$ cat config.mk
export PLATFORM = sky130hd
export DESIGN_NAME = emd_extrema_det
export DESIGN_NICKNAME = d
export VERILOG_FILES = /design/src/rtl/emd_pkg.sv /design/src/rtl/emd_sat_cnt.sv /design/src/rtl/emd_extrema_det.sv
export SDC_FILE = /design/constraint.sdc
export NUM_CORES = 1
export LEC_CHECK = 0
export CAP_MARGIN = 20
export CORE_MARGIN = 2
export CORE_UTILIZATION = 56
export CTS_CLUSTER_SIZE = 10
export DETAILED_ROUTE_END_ITERATION = 6
export GPL_ROUTABILITY_DRIVEN = 0
export GPL_TIMING_DRIVEN = 0
export PLACE_DENSITY_LB_ADDON = 0.12
export SYNTH_ARGS = -nofsm -noshare
export SYNTH_HDL_FRONTEND = slang
export SYNTH_HIERARCHICAL = 1
export SYNTH_SLANG_ARGS = --single-unit
$ cat constraint.sdc
create_clock -name clk -period 4.8 [get_ports clk]
set_clock_uncertainty 0.2 [all_clocks]
set_input_delay 0.48 -clock clk [delete_from_list [all_inputs] [get_ports clk]]
set_output_delay 0.48 -clock clk [all_outputs]
set_load 0.01 [all_outputs]
$ cat src/rtl/emd_pkg.sv
// Shared types for the EMD extrema detector.
//   state_t : frame FSM states (IDLE, RUN, FLUSH)
//   dir_t   : last non-flat slope direction seen in the frame
//   KIND_*  : encoding of the registered result kind
package emd_pkg;

    typedef enum logic [1:0] {IDLE, RUN, FLUSH} state_t;
    typedef enum logic [1:0] {NONE, UP, DOWN} dir_t;

    localparam logic [1:0] KIND_NONE = 2'd0;
    localparam logic [1:0] KIND_MAX  = 2'd1;
    localparam logic [1:0] KIND_MIN  = 2'd2;
    localparam logic [1:0] KIND_END  = 2'd3;

endpackage

$ cat src/rtl/emd_sat_cnt.sv
// Saturating up-counter with synchronous clear.
//   clk, rst_n : clock, async active-low reset
//   clr        : synchronous clear (wins over inc)
//   inc        : count one event; holds at all-ones
//   q          : current count
module emd_sat_cnt #(
    parameter int CW = 16
) (
    input  logic          clk,
    input  logic          rst_n,
    input  logic          clr,
    input  logic          inc,
    output logic [CW-1:0] q
);

    always_ff @(posedge clk or negedge rst_n) begin
        if (!rst_n)                q <= '0;
        else if (clr)              q <= '0;
        else if (inc && (q != '1)) q <= q + CW'(1);
    end

endmodule

$ cat src/rtl/emd_extrema_det.sv
// Streaming local-extremum detector for the EMD sifting path.
// Tracks the slope direction across a frame and reports each local max/min
// (index, value, kind) one cycle after the beat that resolves it. Optionally
// collapses flat runs into one extremum and reports the frame endpoints.
//   clk, rst_n        : clock, async active-low reset
//   clr               : sync frame restart, dominates in_vld
//   in_vld/in_rdy     : sample handshake; in_dat signed sample, in_last ends frame
//   out_vld           : one-cycle result strobe with out_idx/out_dat
//   out_max/min/end   : result kind
//   max_cnt/min_cnt   : saturating per-frame extrema counts
module emd_extrema_det
    import emd_pkg::*;
#(
    parameter int DW         = 16,
    parameter int TW         = 16,
    parameter int CW         = 16,
    parameter bit PLATEAU_EN = 1'b1,
    parameter bit END_EN     = 1'b1
) (
    input  logic                 clk,
    input  logic                 rst_n,
    input  logic                 clr,
    input  logic                 in_vld,
    output logic                 in_rdy,
    input  logic signed [DW-1:0] in_dat,
    input  logic                 in_last,
    output logic                 out_vld,
    output logic [TW-1:0]        out_idx,
    output logic signed [DW-1:0] out_dat,
    output logic                 out_max,
    output logic                 out_min,
    output logic                 out_end,
    output logic [CW-1:0]        max_cnt,
    output logic [CW-1:0]        min_cnt
);

    state_t        state_q, state_d;
    dir_t          dir_q, dir_d;
    logic [TW-1:0] idx_q, idx_d, cidx_q, cidx_d, oidx_q, oidx_d;
    logic [DW-1:0] cdat_q, cdat_d, prev_q, prev_d, odat_q, odat_d;
    logic [1:0]    kind_q, kind_d;
    logic          vld_q, vld_d, rdy_q, rdy_d;
    logic          inc_max, inc_min, cnt_clr;
    logic          beat, d_pos, d_neg;
    logic [DW:0]   diff;

    assign beat  = in_vld & rdy_q;
    // Sign-extended difference cannot overflow, so the extremes compare correctly.
    assign diff  = {in_dat[DW-1], in_dat} - {prev_q[DW-1], prev_q};
    assign d_neg = diff[DW];
    assign d_pos = !diff[DW] && (diff != '0);

    always_ff @(posedge clk or negedge rst_n) begin
        if (!rst_n) begin
            state_q <= IDLE;
            dir_q   <= NONE;
            idx_q   <= '0;
            cidx_q  <= '0;
            cdat_q  <= '0;
            prev_q  <= '0;
            oidx_q  <= '0;
            odat_q  <= '0;
            kind_q  <= KIND_NONE;
            vld_q   <= 1'b0;
            rdy_q   <= 1'b0;
        end else begin
            state_q <= state_d;
            dir_q   <= dir_d;
            idx_q   <= idx_d;
            cidx_q  <= cidx_d;
            cdat_q  <= cdat_d;
            prev_q  <= prev_d;
            oidx_q  <= oidx_d;
            odat_q  <= odat_d;
            kind_q  <= kind_d;
            vld_q   <= vld_d;
            rdy_q   <= rdy_d;
        end
    end

    always_comb begin
        state_d = state_q;
        dir_d   = dir_q;
        idx_d   = idx_q;
        cidx_d  = cidx_q;
        cdat_d  = cdat_q;
        prev_d  = prev_q;
        vld_d   = 1'b0;
        kind_d  = KIND_NONE;
        oidx_d  = '0;
        odat_d  = '0;
        inc_max = 1'b0;
        inc_min = 1'b0;
        cnt_clr = 1'b0;
        if (clr) begin
            state_d = IDLE;
            dir_d   = NONE;
            idx_d   = '0;
            cidx_d  = '0;
            cdat_d  = '0;
            prev_d  = '0;
            cnt_clr = 1'b1;
        end else begin
            case (state_q)
                IDLE: if (beat) begin
                    cnt_clr = 1'b1;
                    prev_d  = in_dat;
                    dir_d   = NONE;
                    if (END_EN) begin
                        vld_d  = 1'b1;
                        kind_d = KIND_END;
                        odat_d = in_dat;
                    end
                    // A one-sample frame ends here with no FLUSH.
                    idx_d   = in_last ? '0 : TW'(1);
                    state_d = in_last ? IDLE : RUN;
                end
                RUN: if (beat) begin
                    prev_d = in_dat;
                    idx_d  = idx_q + TW'(1);
                    if (d_pos) begin
                        if (dir_q == DOWN) begin
                            vld_d   = 1'b1;
                            kind_d  = KIND_MIN;
                            oidx_d  = cidx_q;
                            odat_d  = cdat_q;
                            inc_min = 1'b1;
                        end
                        dir_d  = UP;
                        cidx_d = idx_q;
                        cdat_d = in_dat;
                    end else if (d_neg) begin
                        if (dir_q == UP) begin
                            vld_d   = 1'b1;
                            kind_d  = KIND_MAX;
                            oidx_d  = cidx_q;
                            odat_d  = cdat_q;
                            inc_max = 1'b1;
                        end
                        dir_d  = DOWN;
                        cidx_d = idx_q;
                        cdat_d = in_dat;
                    end else if (!PLATEAU_EN) begin
                        dir_d = NONE;
                    end
                    if (in_last) begin
                        if (END_EN) begin
                            // Candidate is no longer needed; park the last sample there for FLUSH.
                            state_d = FLUSH;
                            cidx_d  = idx_q;
                            cdat_d  = in_dat;
                        end else begin
                            state_d = IDLE;
                            idx_d   = '0;
                            dir_d   = NONE;
                            cidx_d  = '0;
                            cdat_d  = '0;
                        end
                    end
                end
                FLUSH: begin
                    vld_d   = 1'b1;
                    kind_d  = KIND_END;
                    oidx_d  = cidx_q;
                    odat_d  = cdat_q;
                    state_d = IDLE;
                    idx_d   = '0;
                    dir_d   = NONE;
                    cidx_d  = '0;
                    cdat_d  = '0;
                end
                default: state_d = IDLE;
            endcase
        end
        rdy_d = (state_d != FLUSH);
    end

    emd_sat_cnt #(.CW(CW)) u_max_cnt (
        .clk(clk), .rst_n(rst_n), .clr(cnt_clr), .inc(inc_max), .q(max_cnt)
    );
    emd_sat_cnt #(.CW(CW)) u_min_cnt (
        .clk(clk), .rst_n(rst_n), .clr(cnt_clr), .inc(inc_min), .q(min_cnt)
    );

    assign in_rdy  = rdy_q;
    assign out_vld = vld_q;
    assign out_idx = oidx_q;
    assign out_dat = odat_q;
    assign out_max = (kind_q == KIND_MAX);
    assign out_min = (kind_q == KIND_MIN);
    assign out_end = (kind_q == KIND_END);

endmodule

### After elaboration in Yosys (flattened, before gate mapping)

Index checks and enable logic that the tools add are counted.

| operators by class | value |
|---|---|
| add/sub/neg operators | 4 |
| $mul | 0 |
| divide/modulo/power cells | 0 |
| order comparisons | 0 |
| equal/unequal tests | 14 |
| shift-type cells | 0 |
| muxes and demuxes | 77 |
| bitwise operators | 1 |
| reduce and logical (&&, ||, !) cells | 17 |

Operators with widths:

| cell | number |
|---|---|
| $mux W16 | 33 |
| $pmux W16 S2 | 3 |
| $pmux W16 S3 | 2 |
| $add A16 B1 Y16 const B | 3 |
| $ne A16 B16 Y1 const B | 2 |
| $mux W2 | 14 |
| $mux W1 | 21 |
| $reduce_bool A17 Y1 | 1 |
| $sub A16 B16 Y17 | 1 |
| $pmux W2 S3 | 2 |
| $eq A2 B2 Y1 const B | 4 |
| $reduce_bool A2 Y1 | 4 |
| $eq A2 B1 Y1 const B | 3 |
| $ne A3 B3 Y1 const B | 2 |
| $reduce_and A3 Y1 | 2 |
| $ne A5 B5 Y1 const B | 1 |
| $ne A4 B4 Y1 const B | 1 |
| $pmux W2 S2 | 1 |
| $reduce_and A4 Y1 | 1 |
| $reduce_bool A4 Y1 | 1 |
| $logic_and A1 B1 Y1 | 3 |
| $pmux W1 S3 | 1 |
| $reduce_bool A3 Y1 | 1 |
| $logic_not A2 Y1 | 1 |
| other kinds (5) | 5 |

| storage, ports and cells | value |
|---|---|
| bits in registers | 136 |
| latch bits | 0 |
| RAM bits | 0 |
| memory bits (read-only) | 0 |
| input bits | 21 |
| output and inout port bits | 69 |
| word-level logic and storage cells | 126 |
| memories kept | 0 |

### Depth between registers and ports, before layout

Gate-level depths: netlist of run 1.

| depth | value |
|---|---|
| depth in word-level cells | 10 |
| depth in mapped cells | 17 |

### By module

Netlist of run 1, hierarchy kept.

Modules (own cells, without submodules):

| module | instances | cells each | area an instance (µm²) | sequential area each (µm²) |
|---|---|---|---|---|
| emd_extrema_det | 1 | 504 | 5217.5 | 2602.5 |
| emd_sat_cnt | 2 | 98 | 942.2 | 400.4 |

### Least setup slack after synthesis of run 1

Ideal clock, no wire load.

| path | value |
|---|---|
| kind | input -> register |
| start | input port in_dat[0] |
| end | register u_min_cnt.q[8] |
| library setup time | 78 ps |
| arrival time | 3677 ps |
| data required time | 4522 ps |
| slack | 845 ps |
| stages on the path | 17 |
| buffers on the path | 2 |
| cell sequence | inv_1 > ha_1 > fa_1 > nor2b_1 > o2111ai_1 > a21oi_1 > nor2_1 > xor2_1 > nand4_1 > or3_1 > nor4_1 > nor3_1 > inv_1 > clkbuf_1 > clkbuf_1 > o21ai_0 > a21oi_1 |

| on the way | value |
|---|---|
| cells in the longest elaborated chain, start to end | 9 |
| elaborated cells on any way between the ends | 10 |
| classes of those cells | add/sub: 1; mux: 4; reduce/logical: 5 |

Ends and longest elaborated chain:

| element | RTL line | source |
|---|---|---|
| start, declared | emd_extrema_det.sv:25 | `input logic signed [DW-1:0] in_dat,` |
| $sub A16 B16 Y17 * | emd_extrema_det.sv:49 | `assign diff = {in_dat[DW-1], in_dat} - {prev_q[DW-1], prev_q};` |
| $reduce_bool A17 Y1 or $logic_not A1 Y1 (tied branches) | emd_extrema_det.sv:51 | `assign d_pos = !diff[DW] && (diff != '0);` |
| $logic_and A1 B1 Y1 * | emd_extrema_det.sv:51 |  |
| $mux W1 * | emd_extrema_det.sv:121 | `if (d_pos) begin` |
| $mux W1 * | emd_extrema_det.sv:118 | `RUN: if (beat) begin` |
| $mux W1 * | emd_extrema_det.sv:104 | `case (state_q)` |
| $mux W1 * | emd_extrema_det.sv:95 | `if (clr) begin` |
| named net inc_min | emd_extrema_det.sv:43 | `logic inc_max, inc_min, cnt_clr;` |
| $logic_and A1 B1 Y1 * | emd_sat_cnt.sv:19 | `else if (inc && (q != '1)) q <= q + CW'(1);` |
| $reduce_bool A2 Y1 (no source line) * | - |  |
| end signal, assigned | emd_sat_cnt.sv:19 |  |
| end, declared | emd_sat_cnt.sv:13 | `output logic [CW-1:0] q` |

The timed path passes the listed nets; every way through them passes the cells marked *.
A chain may end at the register's enable or synchronous reset.

### Worst setup path in the final report of run 1

| path | value |
|---|---|
| start | input port in_dat[2] |
| end | register u_max_cnt.q[3] |

| on the way | value |
|---|---|
| cells in the longest elaborated chain, start to end | 9 |
| elaborated cells on any way between the ends | 11 |
| classes of those cells | add/sub: 1; mux: 5; reduce/logical: 5 |

Ends and longest elaborated chain:

| element | RTL line |
|---|---|
| $sub A16 B16 Y17 * | emd_extrema_det.sv:49 |
| $reduce_bool A17 Y1 or $logic_not A1 Y1 (tied branches) | emd_extrema_det.sv:51 |
| $logic_and A1 B1 Y1 | emd_extrema_det.sv:51 |
| $mux W1 * | emd_extrema_det.sv:121 |
| $mux W1 * | emd_extrema_det.sv:118 |
| $mux W1 * | emd_extrema_det.sv:104 |
| $mux W1 * | emd_extrema_det.sv:95 |
| named net inc_max | emd_extrema_det.sv:43 |
| $logic_and A1 B1 Y1 * | emd_sat_cnt.sv:19 |
| $reduce_bool A2 Y1 (no source line) * | - |
| end signal, assigned | emd_sat_cnt.sv:19 |
| end, declared | emd_sat_cnt.sv:13 |

Marked as above.

==> reports/qor.yml, run 1 <==
die:
  row_count: 41
  initial_core_util: 0.567
  die_h_um: 117
  dieWidth_um: 117
  dieArea_mm2: 0.0136
  design.core.area_mm2: 0.0125
  io_pins: 90
synth:
  syn_avg_cell_area_um2: 10.1
  syn-cell-area_mm2: 0.00710
  synth_cell_types: 68
  ys.flop_type: "dfrtp_1"
  yosysWarnings: 6
  synth_cells: 700
  yosysSeqAreaShare: 0.479
  synth_top_family_by_area: "compound AO/OA/AOI/OAI gates"
  synthSimpleGateAreaFrac: 0.194
  ys_ff_latch: 136
  synth_xor_area_frac: 0.0111
  synth_compound_area_frac: 0.215
  synth_edf_count: 0
  synth_common_cells: "dfrtp_1, nand2_1, a21oi_1, o21ai_0, nor2_1"
  synth_fa_ha_area_frac: 0.0433
  yosys-top-cells-area: "dfrtp_1, ha_1, a22o_1, a21oi_1, nand2_1"
  synth_nets: 745
  yosys.area.top_type: "dfrtp_1"
  synth_most_common_cell: "dfrtp_1"
  synth_top_area_frac: 0.479
  synth_async_sr_flop_share: 1.00
  synth_mux_area_frac: 0.0141
power:
  p_leak_uw: 0.00378
  powerDensity_mw_per_mm2: 323
  irDropWorstVdd_uv: 226
grt:
  grt_pass1_wl_um: 28600
  grt_max_degree: 80
  antenna_found_initial: 0
  grt_pass1_vias: 5785
  grt.overflow.total: 0
  grtUsageTotal: 0.271
drt:
  firstDrtPassIters: 5
  met3_length_um: 987
  drtIter0Drc: 529
  top_layer: "met4"
  drc_errors: 0
  drtAntennaViolNets: 0
  wirelength_um: 17400
  avgViaCountPerCell: 6.14
  met1Wirelength_um: 7630
  wl_per_cell_um: 17.5
  vias: 6107
  wl_met2_um: 8310
min_path:
  hold_path_class: "flop to flop"
critical_path:
  required_ps: 4940
  crit_top_cell: "a21oi_1"
  worstSetupStartpointType: "input pin"
  slowest_stage: "or4_2"
  crit_buf_inv: 3
  crit_path_end_kind: "flop"
  crit_type: "input pin to flop"
  cp_max_fo: 10
  worstPathCellList: "clkdlybuf4s50_1 -> ha_1 -> nor2b_1 -> o2111ai_1 -> a21oi_1 -> o211a_1 -> o21ai_0 -> nand3b_1 -> nor2_1 -> inv_1 -> clkbuf_1 -> or4_2 -> a21oi_1"
  arrival_ps: 4580
  cp_top_family: "simple AND/OR/NAND/NOR gates"
  slowest_delay_ps: 680
finish:
  final_cells: 994
  drive_gt1_frac: 0.102
  area_delta_synth_final_pct: 24.5
  insertedDiodeCount: 0
  final_util: 0.706
  fillers: 987
  nets: 854
clock_tree:
  numCtsBuffers: 17
  clk_pin_slew_ps: 60
  cts_tree: "yes"
  clockRootBuffer: "clkbuf_16"
  clock_latency_ps: 420
  clockBufferDepth: 2
  clock-sinks: 136
  h-tree-depth: 4
timing:
  max_clock_freq_mhz: 225
  post-route-period-util: 0.925
  worst_slew_pin_slew_ps: 612
  hold_viol_final: 0
  rsz0062_at_grt: "no"
  hold_ws_ps: 290
  setup_viol: 0
  fin_ws_ps: 358
  slew_headroom: 0.589
  slew_viol_final: 0
  min_period_ps: 4440
status:
  status: "finished, final reports clean"
placed_design:
  io_buffers: 89
  dp.cells: 962
  hpwl_um: 12200
  pre_cts_ws_ps: -544
job:
  max-cap-violations: 0
worst register-to-register path: stages (launching register included):
cell,delay (ps)
dfrtp_1,360
inv_1,100
ha_1,310
nor2b_1,190
o2111ai_1,290
a21oi_1,160
o211a_1,250
o21ai_0,450
nand3b_1,260
nor2_1,360
inv_1,150
clkbuf_1,240
or4_2,680
a21oi_1,150
flip-flops by register name, indices dropped and copies added (netlist names):
| register | flops |
|---|---|
| out_vld | 1 |
| cidx_q | 16 |
| state_q | 2 |
| prev_q | 16 |
| idx_q | 16 |
| u_max_cnt/q | 16 |
| out_idx | 16 |
| u_min_cnt/q | 16 |
| out_dat | 16 |
| kind_q | 2 |
| cdat_q | 16 |
| in_rdy | 1 |
| dir_q | 2 |
stage by stage:
stage          TNS (ps)  total power (uW)  instance area (um^2)
5_1_grt               0              2970                  8840
3_3_place_gp    -285740              1550                  8210
4_1_cts               0              2870                  8840
3_5_place_dp      -6200              1570                  8240
2_1_floorplan         0              1430                  7100
6_report              0              2850                  8840
cell usage in the layout (no fill, tap or decap), drive strengths merged, types with 4 or more instances in the layout:
cell type        n
or4             15
and4             5
o21ai           42
ha              23
buf             14
clkinvlp         5
a21oi           44
clkinv           4
o21a             6
and3            18
nor2b           15
nand3b           4
o211ai           4
nand2           53
nand3           13
o31ai           16
a32o            16
a31o            15
clkdlybuf4s50   88
inv             33
nor3            22
o2111ai          5
clkbuf          41
a22o            32
mux2             8
or3             10
nor2            34
and2            19
a211oi           6
dfrtp          136
nor4            12
nand4           20
xor2             6
kinds of logic (layout without fill, tap and decap cells):
group | after synthesis | in the layout
mux | 9 | 9
simple gates | 246 | 246
compound gates | 210 | 210
flops | 136 | 136
xor+xnor | 9 | 9
buf+inv | 66 | 188
fa+ha+maj | 24 | 24
worst paths after layout:
| path | from | endpoint | slack, ps | cells after the start |
|---|---|---|---|---|
| max | in_dat[2] | u_max_cnt/q[3] | 360 | 13 |
| min | cidx_q[11] | out_idx[11] | 290 | 1 |
| max reg2reg | prev_q[2] | u_max_cnt/q[3] | 590 | 13 |
| min reg2reg | cidx_q[11] | out_idx[11] | 290 | 1 |
| max in group asynchronous | rst_n | prev_q[12] | 3250 | 3 |
| min in group asynchronous | rst_n | out_idx[10] | 400 | 2 |
area by class of cell:
type                    count  area, um^2  share of cell area
plain buffers              34         186              0.0211
clock buffers              19         443              0.0501
clock inverters            13         145              0.0164
inverters                  31         116              0.0132
multi-input cells         498        3400               0.385
flip-flops and latches    136        3400               0.385
well taps                 172         215              0.0243
repair buffers             91         930               0.105
power by group:
group	switching, uW	leakage, uW	internal, uW	total (uW)
Sequential	14.4	0.00187	1170	1190
Combinational	228	0.00164	142	370
Clock	510	0.000274	782	1290
metal layers:
layer / up-vias / track usage
li1: 2860 / -
met5: - / 0
met4: 0 / 0.115
met1: 2968 / 0.367
met2: 239 / 0.435
met3: 40 / 0.0472
what timing repair did:
action                                  CTS  global route
endpoints found under the hold margin    57             0
hold buffers                              1             0
gates resized for setup                   1             3
endpoints found under the setup margin   10            13
buffers inserted                          0             0
pin swaps                                 0             0
(Power assumes the default switching activity.)
==> run 2, diff against run 1 <==
- CORE_UTILIZATION: 56 -> 51
- PLACE_DENSITY: default -> 0.77
- PLACE_DENSITY_LB_ADDON: 0.12 -> default
- clock period: 4.8 -> 3.6 ns (I/O delays scaled with it)
==> reports/qor.yml, run 2 (same netlist as run 1, synthesis figures left out) <==
finish:
  layout_common_cells: "dfrtp_1, clkdlybuf4s50_1, nand2_1"
  insertedDiodeCount: 0  # unchanged
  area_delta_synth_final_pct: 37.6
  nets: 894  # +4.7%
  drive_gt1_frac: 0.242  # +0.140
  layout_commonest_cell: "dfrtp_1"
critical_path:
  required_ps: 3750  # -1190 ps
  worstReg2RegStart: "prev_q[0]"
  worstSetupStartpointType: "flop"
  cp_max_fo: 3  # -7
  arrival_ps: 3930  # -650 ps
  cp_top_family: "simple AND/OR/NAND/NOR gates"
  slowest_stage: "or4_4"
  r2r_cells: 17  # +4
  crit_type: "flop to flop"
  worstPathCellList: "ha_4 -> fa_2 -> nor2b_4 -> o31a_1 -> buf_4 -> o22a_1 -> buf_4 -> nor3_4 -> a311o_1 -> nand2_2 -> nor4_4 -> nor3_2 -> inv_2 -> buf_6 -> buf_6 -> or4_4 -> a21oi_2"
  crit_buf_inv: 5  # +2
  slowest_delay_ps: 510  # -170 ps
  r2r_end: "u_min_cnt/q[6]"
  crit_path_end_kind: "flop"
  rrSetupSlack_ps: -180  # -770 ps
timing:
  hold_ws_ps: 141  # -150 ps
  slew_headroom: 0.502  # -0.0867
  hold_viol_final: 0  # unchanged
  post-route-period-util: 1.05
  slew_viol_final: 0  # unchanged
  tns_ps: -8940  # -8940 ps
  min_period_ps: 3780
  max_clock_freq_mhz: 265
  rsz0062_at_grt: "yes"
  setup_viol: 88  # +88
  fin_ws_ps: -180  # -538 ps
  worst_slew_pin_slew_ps: 741  # +129 ps
placed_design:
  io_buffers: 89  # unchanged
  hpwl_um: 12300  # +1.3%
drt:
  wirelength_um: 21000  # +21%
  drtIter0Drc: 709  # +34%
  firstDrtPassIters: 5  # unchanged
  avgViaCountPerCell: 6.36  # +3.5%
  vias: 6624  # +8.5%
  wl_per_cell_um: 20.2  # +15%
  drc_errors: 0  # unchanged
  drtAntennaViolNets: 0  # unchanged
grt:
  grt_pass1_wl_um: 31500  # +10%
  grtUsageTotal: 0.270  # -0.00107
  antenna_found_initial: 0  # unchanged
  grt.overflow.total: 0  # unchanged
  grt_max_degree: 81  # +1.3%
  grt_pass1_vias: 6460  # +12%
power:
  powerDensity_mw_per_mm2: 401  # +24%
  p_leak_uw: 0.00415  # +9.7%
  irDropWorstVdd_uv: 292  # +29%
clock_tree:
  numCtsBuffers: 17  # unchanged
  clockBufferDepth: 2  # unchanged
  h-tree-depth: 4  # unchanged
  cts_tree: "yes"
  clock-sinks: 136  # unchanged
  clk_pin_slew_ps: 60  # about the same
  clock_latency_ps: 430  # about the same
  clockRootBuffer: "clkbuf_16"
status:
  violations: "negative setup slack"
  status: "finished with violations"
min_path:
  hold_path_class: "input pin to flop"
  hold_depth: 2  # +1
  hp-start: "in_dat[7]"
  hold_path_end: "cdat_q[7]"
job:
  max-cap-violations: 0  # unchanged
die:
  design.core.area_mm2: 0.0137  # +9.6%
  initial_core_util: 0.518  # -0.0497
  row_count: 43  # +4.9%
  io_pins: 90  # unchanged
  dieWidth_um: 122  # +4.6%
  dieArea_mm2: 0.0149  # +9.5%
  die_h_um: 122  # +4.6%
run 2: cell count changes in the layout (fill, tap and decap cells not counted), moves of 9 or more:
cell / change
ha_1: -9
and2_4: +14
and2_1: -14
buf_6: +15
a21oi_2: +11
a21oi_1: -13
buf_4: +23
run 2: power breakdown:
group	internal, uW	leakage (uW)	switching, uW	total (uW)
clock	1010	0.000282	640	1650
combinational	283	0.00199	398	680
sequential	1560	0.00187	19.3	1580
total	2860	0.00415	1060	3920
run 2: metrics by stage:
stage	setup WS, ps	std cells	cell area [um^2]	util	total power, uW
finish	-180	1042	9770	0.712	3920
global route	-261	1042	9770	0.712	4050
CTS	-135	1031	9400	0.685	3820
detailed placement	-1230	970	8270	0.603	2100
global placement	-3150	969	8240	0.601	2070
floorplan	12.6	700	7120	-	1920
run 2: worst max path at each step:
stage                     startpoint              to  slack [ps]  depth (start not counted)
after global placement         rst_n     out_dat[10]       -3150                          1
after floorplan            in_dat[0]  u_min_cnt/q[3]          10                         16
after global routing       in_dat[5]       cidx_q[3]        -260                         16
after CTS                  prev_q[0]      out_dat[7]        -140                         12
after detailed placement   in_dat[0]  u_min_cnt/q[8]       -1230                         18
final                      prev_q[0]  u_min_cnt/q[6]        -180                         17
run 2: layer usage:
| layer | track usage | part of all wire | vias up |
|---|---|---|---|
| met5 | 0 | 0 | - |
| met4 | 0.140 | 0.038 | 0 |
| met3 | 0.0454 | 0.061 | 77 |
| met2 | 0.451 | 0.50 | 351 |
| met1 | 0.337 | 0.40 | 3260 |
| li1 | - | - | 2936 |
run 2: repair_timing:
| action | 4_1_cts | 5_1_grt |
|---|---|---|
| buffers inserted | 27 | 11 |
| pin swaps | 66 | 19 |
| setup endpoints to repair | 96 | 95 |
| gates cloned | 6 | 0 |
| hold endpoints to repair | 56 | 0 |
| resized for setup | 86 | 61 |
| hold buffers | 1 | 0 |
run 2: cell type report:
cell class | instances | area, um^2
Clock buffer | 23 | 488
Multi-Input combinational cell | 498 | 3880
Clock inverter | 9 | 72.6
Timing Repair Buffer | 134 | 1340
Sequential cell | 136 | 3400
Fill cell | 912 | 3950
Buffer | 31 | 236
Inverter | 31 | 120
Tap cell | 180 | 225
==> run 3, diff against run 2 <==
- CAP_MARGIN: 20 -> default
- CORE_UTILIZATION: 51 -> 26
- PLACE_DENSITY: 0.77 -> 0.45
==> reports/qor.yml, run 3 (same netlist as run 1, synthesis figures left out) <==
clock_tree:
  h-tree-depth: 4  # unchanged
  clk_pin_slew_ps: 70  # about the same
  clock_latency_ps: 430  # about the same
  cts_tree: "yes"
  clock-sinks: 136  # unchanged
  numCtsBuffers: 17  # unchanged
  clockRootBuffer: "clkbuf_16"
  clockBufferDepth: 2  # unchanged
finish:
  final_cells: 1192  # +14%
  insertedDiodeCount: 0  # unchanged
  multi_input_area_mm2: 0.00376  # -3.1%
  post-route-cell-area_mm2: 0.00982  # +0.54%
  seq_area_mm2: 0.00340  # unchanged
  layout_common_cells: "dfrtp_1, clkdlybuf4s50_1, nand2_1"
  drive_gt1_frac: 0.221  # -0.0215
  final_util: 0.365  # -0.347
  fillers: 2669  # +190%
  area_delta_synth_final_pct: 38.3
  layout_commonest_cell: "dfrtp_1"
  nets: 883  # -1.2%
grt:
  grt.overflow.total: 0  # unchanged
  antenna_found_initial: 1  # +1
  grt_pass1_wl_um: 34200  # +8.4%
  grt_max_degree: 80  # -1.2%
  grtUsageTotal: 0.153  # -0.117
  grt_pass1_vias: 5966  # -7.6%
drt:
  drtIter0Drc: 372  # -48%
  wirelength_um: 21600  # +2.9%
  wl_per_cell_um: 18.1  # -10%
  drc_errors: 0  # unchanged
  firstDrtPassIters: 4  # -1
  drtAntennaViolNets: 0  # unchanged
  avgViaCountPerCell: 5.15  # -19%
  vias: 6136  # -7.4%
die:
  initial_core_util: 0.264  # -0.253
  dieWidth_um: 169  # +39%
  die_h_um: 169  # +39%
  row_count: 60  # +40%
  dieArea_mm2: 0.0287  # +92%
  io_pins: 90  # unchanged
  design.core.area_mm2: 0.0269  # +96%
critical_path:
  rrSetupSlack_ps: -60  # +120 ps
  worstSetupStartpointType: "flop"
  crit_type: "flop to flop"
  slowest_delay_ps: 520  # about the same
  cp_max_fo: 7  # +4
  arrival_ps: 3770  # -160 ps
  slowest_stage: "or4b_4"
  cp-startpoint: "prev_q[0]"
  worstPathCellList: "ha_4 -> fa_2 -> nor2b_4 -> o31a_1 -> a21oi_2 -> or4b_4 -> nor3b_2 -> nand4_1 -> or4_4 -> o21a_4 -> clkbuf_16 -> a22o_1"
  required_ps: 3710  # -40 ps
  worstReg2RegStart: "prev_q[0]"
  r2r_cells: 12  # -5
  crit_path_end_kind: "flop"
placed_design:
  dp.cells: 1131  # +17%
  pre_cts_ws_ps: -1300  # -69.7 ps
  io_buffers: 89  # unchanged
  hpwl_um: 14100  # +15%
  placed_cell_area_mm2: 0.00847  # +2.4%
timing:
  setup_viol: 35  # -60%
  slew_viol_final: 0  # unchanged
  fin_ws_ps: -56.2  # +123 ps
  slew_headroom: 0.489  # -0.0130
  post-route-period-util: 1.02  # -0.0343
  max_clock_freq_mhz: 274  # +3.4%
  worst_slew_pin_slew_ps: 766  # +25.0 ps
  hold_ws_ps: 178  # +37.1 ps
  rsz0062_at_grt: "yes"
  min_period_ps: 3660  # -123 ps
  hold_viol_final: 0  # unchanged
status:
  violations: "negative setup slack"
  status: "finished with violations"
power:
  switchingPower_uw: 1170  # +11%
  power_frac_seq: 0.393  # -0.011
  p_leak_uw: 0.00409  # -1.5%
  switching_share: 0.291  # +0.0212
  pwr-share-clk: 0.460  # +0.038
  pwr-share-comb: 0.147  # -0.027
  irDropWorstVdd_uv: 279  # -4.4%
  powerDensity_mw_per_mm2: 410  # +2.2%
  internal-power_uw: 2850  # -0.27%
job:
  max-cap-violations: 0  # unchanged
min_path:
  hp-start: "in_dat[0]"
  hold_depth: 2  # unchanged
  hold_path_class: "input pin to flop"
## run 3: worst max-delay path: cells and delay by family (launching register included)
family | cells | cell delay (ps)
AND/OR/NAND/NOR | 5 | 1450
AO/OA/AOI/OAI | 4 | 780
adder cells (fa/ha/maj) | 2 | 530
flip-flops | 1 | 410
buffers and inverters | 1 | 180
## run 3: metrics by stage
step | power [uW] | setup TNS [ps]
3_3_place_gp | 2110 | -648480
4_1_cts | 4060 | -8360
3_5_place_dp | 2120 | -87550
6_report | 4020 | -1120
2_1_floorplan | 1920 | 0
5_1_grt | 4200 | -12580
## run 3: per-layer routing
layer,vias to the layer above,track usage,routed length (um)
li1,2934,-,-
met1,3024,0.220,10800
met2,153,0.233,9620
met3,23,0.0294,886
met4,2,0.0405,350
met5,-,0,13
## run 3: timing repair
item	4_1_cts	5_1_grt
pin swaps	55	45
endpoints found under the setup margin	96	94
endpoints found under the hold margin	57	0
hold buffers	1	0
cloned	4	3
resized for setup	82	34
buffers inserted	17	9
## run 3: final timing paths
| kind | end |
|---|---|
| worst max-delay path | cidx_q[1] |
| worst min-delay path | out_dat[0] |
| worst max register to register | cidx_q[1] |
| worst min register to register | cdat_q[12] |
| max in group asynchronous | cidx_q[0] |
| min in group asynchronous | u_min_cnt/q[9] |
## run 3: layout make-up
cell class | instances | area share
multi-input combinational | 498 | 0.383
clock inverter | 15 | 0.0182
timing repair buffer | 124 | 0.130
inverter | 31 | 0.0122
clock buffer | 17 | 0.0433
tap | 341 | 0.0434
buffer | 30 | 0.0232
sequential | 136 | 0.346
## run 3: power groups by stage
| stage | Combinational (uW) | Clock (uW) | Sequential (uW) |
|---|---|---|---|
| final | 591 | 1850 | 1580 |
| after global routing | 652 | 1960 | 1590 |
| after CTS | 574 | 1900 | 1580 |
| after detailed placement | 508 | 0 | 1610 |
| after global placement | 504 | 0 | 1610 |
| after floorplan | 308 | 0 | 1610 |
